===== config.mk =====
export PLATFORM = sky130hd
export DESIGN_NAME = spi_slave_if
export DESIGN_NICKNAME = d
export VERILOG_FILES = /design/src/rtl/spi_slave_if.sv
export SDC_FILE = /design/constraint.sdc
export NUM_CORES = 1
export LEC_CHECK = 0
export CORE_MARGIN = 3
export CORE_UTILIZATION = 30
export CTS_CLUSTER_SIZE = 16
export DETAILED_ROUTE_END_ITERATION = 10
export MAX_ROUTING_LAYER = met4
export PLACE_DENSITY = 0.62
export RECOVER_POWER = 25
export SLEW_MARGIN = 20
export SYNTH_ARGS = -nofsm -noshare
export SYNTH_HDL_FRONTEND = slang
export SYNTH_SLANG_ARGS = --single-unit

===== constraint.sdc =====
create_clock -name clk -period 1.55 [get_ports clk]
set_input_delay 0.155 -clock clk [delete_from_list [all_inputs] [get_ports clk]]
set_output_delay 0.155 -clock clk [all_outputs]
set_load 0.005 [all_outputs]

===== src/rtl/spi_slave_if.sv =====
// ============================================================================
// spi_slave_if : SPI mode-0 slave front end (pin sync, byte deserialiser,
//                MISO serialiser) for the PWM register decoder.
// Revision     : 1.0
// ============================================================================
`default_nettype none

module spi_slave_if #(
  parameter int SYNC_STAGES = 2
) (
  input  logic       clk,
  input  logic       rst,
  input  logic       sclk,
  input  logic       cs_n,
  input  logic       mosi,
  output logic       miso,
  output logic       miso_oe,
  output logic       byte_sync,
  output logic [7:0] data_in,
  input  logic [7:0] data_out,
  output logic       frame_err
);

  typedef enum logic [0:0] {
    IDLE   = 1'b0,
    ACTIVE = 1'b1
  } state_t;

  state_t                 state;
  logic [SYNC_STAGES-1:0] sclk_sync;
  logic [SYNC_STAGES-1:0] cs_sync;
  logic [SYNC_STAGES-1:0] mosi_sync;
  logic                   sclk_d;
  logic                   cs_d;
  logic [2:0]             bit_cnt;
  logic [7:0]             rx_shift;
  logic [7:0]             tx_shift;

  logic       sclk_s;
  logic       cs_s;
  logic       mosi_s;
  logic       sclk_rise;
  logic       sclk_fall;
  logic       cs_rise;
  logic       cs_fall;
  logic [7:0] rx_next;
  logic [2:0] bit_cnt_after;

  // cs_n synchroniser also resets to 0, so a frame live at reset release
  // is not seen until cs_n returns high and falls again.
  always_ff @(posedge clk or posedge rst) begin
    if (rst) begin
      sclk_sync <= '0;
      cs_sync   <= '0;
      mosi_sync <= '0;
      sclk_d    <= 1'b0;
      cs_d      <= 1'b0;
    end else begin
      sclk_sync <= {sclk_sync[SYNC_STAGES-2:0], sclk};
      cs_sync   <= {cs_sync[SYNC_STAGES-2:0], cs_n};
      mosi_sync <= {mosi_sync[SYNC_STAGES-2:0], mosi};
      sclk_d    <= sclk_sync[SYNC_STAGES-1];
      cs_d      <= cs_sync[SYNC_STAGES-1];
    end
  end

  assign sclk_s        = sclk_sync[SYNC_STAGES-1];
  assign cs_s          = cs_sync[SYNC_STAGES-1];
  assign mosi_s        = mosi_sync[SYNC_STAGES-1];
  assign sclk_rise     = sclk_s & ~sclk_d;
  assign sclk_fall     = ~sclk_s & sclk_d;
  assign cs_rise       = cs_s & ~cs_d;
  assign cs_fall       = ~cs_s & cs_d;
  assign rx_next       = {rx_shift[6:0], mosi_s};
  assign bit_cnt_after = bit_cnt + {2'b00, sclk_rise};

  always_ff @(posedge clk or posedge rst) begin
    if (rst) begin
      state     <= IDLE;
      bit_cnt   <= 3'd0;
      rx_shift  <= 8'h00;
      tx_shift  <= 8'h00;
      miso      <= 1'b0;
      miso_oe   <= 1'b0;
      byte_sync <= 1'b0;
      frame_err <= 1'b0;
      data_in   <= 8'h00;
    end else begin
      byte_sync <= 1'b0;
      frame_err <= 1'b0;
      case (state)
        IDLE: begin
          if (cs_fall) begin
            state    <= ACTIVE;
            bit_cnt  <= 3'd0;
            rx_shift <= 8'h00;
            tx_shift <= data_out;
            miso     <= data_out[7];
            miso_oe  <= 1'b1;
          end
        end
        ACTIVE: begin
          // A rising sclk is honoured even when cs_n rises in the same cycle.
          if (sclk_rise) begin
            rx_shift <= rx_next;
            bit_cnt  <= bit_cnt_after;
            if (bit_cnt == 3'd7) begin
              byte_sync <= 1'b1;
              data_in   <= rx_next;
            end
          end
          if (cs_rise) begin
            state   <= IDLE;
            miso    <= 1'b0;
            miso_oe <= 1'b0;
            if (bit_cnt_after != 3'd0) begin
              frame_err <= 1'b1;
            end
          end else if (sclk_fall) begin
            if (bit_cnt != 3'd0) begin
              tx_shift <= {tx_shift[6:0], 1'b0};
              miso     <= tx_shift[6];
            end else begin
              tx_shift <= data_out;
              miso     <= data_out[7];
            end
          end
        end
        default: state <= IDLE;
      endcase
    end
  end

endmodule

`default_nettype wire

==> key figures, run 1 <==
Status
  • Status: finished, final reports clean

Hold path
  • Hold Path Class: flop to flop

Timing
  • Worst slew pin tran: 0.9116 ns
  • Final count of hold timing violations: 0
  • Max-slew headroom: 39.23%
  • Min setup slack post-route: 0.01897 ns
  • Max Clk Rate: 653.2 MHz
  • RSZ-0062 raised after global routing: true
  • Final min period: 1.531 ns
  • # setup viols final: 0
  • Slew Viols, Final: 0
  • Clock Skew: 0.004774 ns
  • Fin crit share: 98.78%

Logic synthesis
  • Yosys warnings: 0
  • Gate Count Post-Synth: 108
  • Post-synthesis sequential area ratio: 58.33%
  • Syn_nets: 122
  • Top_reg_cell synth: dfrtp_1
  • Post-synth EDFFs: 0
  • Syn Area/Cell: 15.10 um^2
  • Mapped Area: 1630 um^2
  • Distinct cells, synth: 29
  • #FFs+latches synth: 38
  • Synth async-reset ratio: 100.0%

Placement
  • Buffers on Ports: 24
  • Dpl hpwl: 1928 um
  • Placed Instances: 204
  • Gpl congestion: 0.7768
  • Post-place setup slack: 0.004314 ns

CTS
  • Clk sinks: 38
  • Clk root buf: clkbuf_8
  • H-tree levels: 2
  • Latest clock arrival within the worst-skew pair: 0.29 ns
  • Worst-case clock buffer depth: 2
  • Cts bufs inserted: 5
  • Clock-pin slew on the worst setup and hold paths: 0.07 ns
  • CTS Hold Bufs: 0
  • CTS tree: yes

GRT
  • Total GRT Usage: 10.68%
  • First-pass GRT wire length: 5140 um
  • Largest net degree at the start of global routing: 39
  • Initial antenna violation count: 0
  • Number of global-route vias before repair: 1072
  • Total gr overflow: 0

Run
  • # Max-Cap Violations: 0

Final layout
  • Filler cells: 477
  • Register area: 953.4 um^2
  • Multi-input logic area: 628.1 um^2
  • Ratio of cells with drive above 1 in the final layout: 27.27%
  • Finished Layout Cells: 213
  • Commonest non-fill, non-tap cell in the layout: dfrtp_1
  • Final net count: 156
  • Synthesis-to-layout area growth: 28.24%
  • Number of antenna diodes: 0
  • Most frequent cells in the layout: 36 x dfrtp_1, 20 x clkdlybuf4s50_1, 15 x mux2_4

Floorplanning
  • Total core area: 5172 um^2
  • Die Wd: 79.72 um
  • # IOs: 25
  • Site Rows: 26
  • Starting density of the core: 31.52%
  • Die Ht: 79.72 um
  • Die footprint: 6355 um^2

Setup path
  • Critical Path Sink Type: flop
  • CP peak stage delay: 0.42 ns
  • Arrival time worst endpoint: 1.70 ns
  • Critical path buffers and inverters: 1
  • Critical Path RT: 1.72 ns
  • Crit-path cells: o31ai_4 > buf_6 > mux2_1 > mux2_4
  • Crit Path Max Fanout: 8
  • Critical Path Source Type: flop
  • Slowest CP cell: dfrtp_1
  • Critical path type: flop to flop
  • Largest delay share family, worst path: multiplexers

Drt
  • DR iter-0 viols: 48
  • Vias per inst: 4.559
  • Via count: 971
  • First-pass DRT Iterations: 3
  • Final wirelength: 2864 um
  • Drt drc: 0
  • WL/cell: 13.45 um
  • Final ANT Viol Nets: 0

Power
  • P_leak: 0.9522 nW
  • Cell area power density: 1134 nW/um^2
  • Worst VDD drop: 0.4747 mV
  • Design Power: 2.370 mW
[where the power goes]
group / switching (mW) / internal [mW]
clock network: 0.341 / 0.473
logic: 0.140 / 0.235
registers: 0.0814 / 1.10
[cells by family after synthesis]
| kind of cell | share of synthesized area (%) |
|---|---|
| AOI/OAI and AO/OA | 9.978 |
| xor gates and xnor gates | 1.075 |
| adders and majority gates | 0.7673 |
| buffers and inverters | 3.683 |
| DFF | 58.33 |
| muxes | 18.96 |
| and+or+nand+nor | 7.214 |
[worst reg2reg max path: stages, from the launching register on]
cell and delay [ns]:
dfrtp_1 0.42, o31ai_4 0.26, buf_6 0.17, mux2_1 0.33, mux2_4 0.26
[flip-flops by register name, indices dropped and copies added, names as in the netlist]
register and count:
data_in 8, rx_shift 7, tx_shift 7, bit_cnt 3, cs_sync 2, mosi_sync 2, sclk_sync 2, byte_sync 1
cs_d 1, frame_err 1, miso 1, miso_oe 1, sclk_d 1, state 1
[per-stage QoR]
stage | area [um^2] | hold WS [ns] | setup TNS (ns) | utilization (%)
after floorplan | 1632 | 0.1864 | 0 | -
after global placement | 1963 | 0.3337 | 0 | 37.95
after detailed placement | 1963 | 0.3410 | 0 | 37.95
after CTS | 2077 | 0.2905 | 0 | 40.15
after global routing | 2091 | 0.3741 | -0.1251 | 40.42
final | 2091 | 0.3547 | 0 | 40.42
[layout make-up]
type	instances	area share (%)
clock inverter	3	1.915
tap	70	4.189
sequential	38	45.60
multi-input combinational	62	30.04
clock buffer	5	3.291
inverter	3	0.5386
timing repair buffer	32	14.42
[cells in the mapped netlist, drive strengths merged, types with 2 or more instances]
master  number  share of area [%]
nand2        2               0.46
inv          3               0.69
mux2        21                 18
nor2         5                1.3
nor2b        4                1.5
o21ai        3                1.6
mux2i        2                1.2
a22o         9                4.8
buf          4                2.8
o311a        2                1.2
nand2b       2               0.77
dfrtp       38                 58
[per-layer routing]
layer	vias to the layer above	GRT usage, %	wire, um
met2	22	15.28	1288
met5	-	-	0
met1	487	14.09	1367
li1	457	-	-
met4	0	4.639	41
met3	5	3.047	167
[worst paths after layout]
check	start	endpoint	slack [ns]	cells past startpoint
setup / recovery	bit_cnt[0]	tx_shift[1]	0.02	4
hold / removal	sclk_sync[0]	sclk_sync[1]	0.35	0
setup reg to reg	bit_cnt[0]	tx_shift[1]	0.02	4
hold reg to reg	sclk_sync[0]	sclk_sync[1]	0.35	0
max in group asynchronous	rst	state	0.34	3
min in group asynchronous	rst	data_in[7]	0.59	3
[repair_timing]
item | CTS | global route
pin swaps | 0 | 2
setup endpoints to repair | 6 | 15
setup buffers | 0 | 1
resized for setup | 2 | 2
(Power assumes the default switching activity.)
==> run 2, diff against run 1 <==
- SLEW_MARGIN: 20 -> 25
==> results of run 2 <==
The final DEF is identical to that of run 1; final timing and power are the same.
==> run 3, diff against run 2 <==
- PLACE_DENSITY: 0.62 -> 0.61
- clock period: 1.55 -> 1.6 ns (I/O delays scaled with it)
==> run 3 against run 2 <==
- hold slack lost 0.0051 ns
- register-to-register slack better by 0.06 ns
- final cell count grew 0.47%
- global-route usage shrank 0.40 points
- first-iteration DRC count fell by 23%
- sequential share of layout area down 0.65 points
- sequential power is 3% lower
- routed wire length shrank 3.3%
- fmax is 0.51% higher
- critical endpoint is now tx_shift[6]
- largest power group unchanged
==> key figures, run 3 (synthesis gave the netlist of run 1 again) <==
Status
  • Status: finished, final reports clean

Final layout
  • Number of antenna diodes: 0 (unchanged)
  • Commonest non-fill, non-tap cell in the layout: dfrtp_1
  • Max reg flops: 8 (unchanged)
  • Ratio of cells with drive above 1 in the final layout: 26.39% (-0.88 points)
  • Fin util: 40.95% (+0.53 points)
  • Top reg by flops: data_in
  • Finished Layout Cells: 214 (+0.47%)
  • Design area: 2118 um^2 (+1.3%)
  • Final net count: 157 (+0.64%)
  • Largest regs: data_in: 8 flops, rx_shift: 7 flops, tx_shift: 7 flops
  • Most frequent cells in the layout: 37 x dfrtp_1, 20 x clkdlybuf4s50_1, 14 x mux2_4
  • Synthesis-to-layout area growth: 29.93%

Setup path
  • Critical path type: flop to flop
  • Arrival time worst endpoint: 1.70 ns (about the same)
  • Critical Path Sink Type: flop
  • Worst r2r path cells: 4 (unchanged)
  • Critical Path Source Type: flop
  • Critical Path RT: 1.77 ns (+0.05 ns)
  • Reg-to-reg endpoint: tx_shift[6]
  • Crit Path Max Fanout: 5 (-3)
  • Critical R2R Launch: bit_cnt[2]
  • Worst R2R Setup Slack: 0.08 ns (+0.06 ns)

Power
  • Design Power: 2.482 mW (+4.7%)
  • P_leak: 0.9639 nW (+1.2%)
  • Comb power frac: 14.4% (-1.4 points)
  • Net Switching: 0.5291 mW (-5.9%)
  • P_int: 1.953 mW (+8.0%)
  • Sw frac: 21.32% (-2.4 points)
  • Worst VDD drop: 0.4719 mV (-0.58%)
  • Seq pwr share: 45.7% (-4.1 points)
  • Cell area power density: 1172 nW/um^2 (+3.3%)
  • Clock power frac: 39.9% (+5.5 points)

Placement
  • Placed Instance Area: 1962 um^2 (about the same)
  • Gpl congestion: 0.7103 (-8.6%)
  • Placed Instances: 204 (unchanged)
  • Buffers on Ports: 24 (unchanged)
  • Dpl hpwl: 1910 um (-0.96%)

Timing
  • Worst slew pin tran: 0.9093 ns (-0.002345 ns)
  • Setup TNS Final: 0 ns (unchanged)
  • Slew Viols, Final: 0 (unchanged)
  • Final count of hold timing violations: 0 (unchanged)
  • Max Clk Rate: 656.5 MHz (+0.51%)
  • Fin crit share: 95.20% (-3.6 points)
  • Max-slew headroom: 39.38% (+0.16 points)
  • RSZ-0062 raised after global routing: false
  • Final min period: 1.523 ns (-0.007813 ns)
  • Clock Skew: 0.005132 ns (+0.0003574 ns)
  • # setup viols final: 0 (unchanged)

Floorplanning
  • # IOs: 25 (unchanged)
  • Site Rows: 26 (unchanged)
  • Total core area: 5172 um^2 (unchanged)
  • Die footprint: 6355 um^2 (unchanged)
  • Die Ht: 79.72 um (unchanged)
  • Die Wd: 79.72 um (unchanged)
  • Starting density of the core: 31.52% (unchanged)

Drt
  • Final wirelength: 2770 um (-3.3%)
  • DR iter-0 viols: 37 (-23%)
  • Drt drc: 0 (unchanged)
  • Via count: 971 (unchanged)
  • First-pass DRT Iterations: 4 (+1)
  • WL/cell: 12.94 um (-3.7%)
  • Vias per inst: 4.537 (-0.47%)
  • Final ANT Viol Nets: 0 (unchanged)

CTS
  • CTS Hold Bufs: 0 (unchanged)
  • Cts bufs inserted: 5 (unchanged)
  • Worst-case clock buffer depth: 2 (unchanged)
  • Latest clock arrival within the worst-skew pair: 0.28 ns (about the same)
  • CTS tree: yes
  • Clk root buf: clkbuf_8
  • Clock-pin slew on the worst setup and hold paths: 0.08 ns (about the same)
  • H-tree levels: 2 (unchanged)
  • Clk sinks: 38 (unchanged)

GRT
  • Total gr overflow: 0 (unchanged)
  • First-pass GRT wire length: 4885 um (-5.0%)
  • Total GRT Usage: 10.28% (-0.40 points)
  • Number of global-route vias before repair: 1074 (+0.19%)
  • Initial antenna violation count: 0 (unchanged)
  • Largest net degree at the start of global routing: 39 (unchanged)

Hold path
  • Worst hold start: sclk_sync[0]
  • Hold endpoint: sclk_sync[1]
  • Worst Hold Depth: 0 (unchanged)
  • Hold Path Class: flop to flop

Run
  • # Max-Cap Violations: 0 (unchanged)
==> run 3: routing by layer <==
layer / GRT usage [%] / vias to the layer above / wire length [um]
met1: 12.56 / 480 / 1352
met5: - / - / 0
met3: 3.612 / 8 / 166
met2: 14.94 / 25 / 1182
li1: - / 458 / -
met4: 5.326 / 0 / 70
==> run 3: critical path: stages, from the launching register on <==
cell,delay (ns)
dfrtp_1,0.41
o31ai_4,0.25
buf_4,0.18
mux2_1,0.32
mux2_4,0.25
==> run 3: layout make-up <==
class	count	area, um^2
fill	470	3054
sequential	38	952.2
multi-input combinational	62	619.3
timing repair buffer	33	305.3
tap	70	87.58
clock buffer	6	82.58
clock inverter	2	60.06
inverter	3	11.26
==> run 3: worst max path at each step <==
stage / from / end / slack, ns / cells past startpoint
2_1_floorplan: bit_cnt[0] / tx_shift[1] / 0.02 / 4
3_5_place_dp: bit_cnt[0] / tx_shift[2] / -0.05 / 3
5_1_grt: state / tx_shift[4] / 0.02 / 5
6_report: bit_cnt[2] / tx_shift[6] / 0.08 / 4
4_1_cts: state / tx_shift[4] / 0.07 / 5
3_3_place_gp: bit_cnt[0] / tx_shift[6] / 0.03 / 3
==> run 3: power by group through the flow <==
stage,clock [mW],sequential (mW),combinational [mW]
floorplan,0,1.13,0.262
global placement,0,1.15,0.341
detailed placement,0,1.15,0.356
CTS,1.02,1.13,0.367
global route,1.06,1.15,0.393
finish,0.990,1.14,0.356
==> run 3: repair_timing <==
item,CTS,global route
pin swaps,1,0
gates resized for setup,0,1
buffers inserted,2,0
endpoints found under the setup margin,6,2
==> run 3: per-stage QoR <==
stage               setup slack (ns)  hold WS (ns)
floorplan                    0.01750        0.1914
global placement             0.03325        0.3323
detailed placement          -0.04953        0.3347
CTS                          0.06876        0.2960
global route                 0.01734        0.3639
finish                       0.07679        0.3495
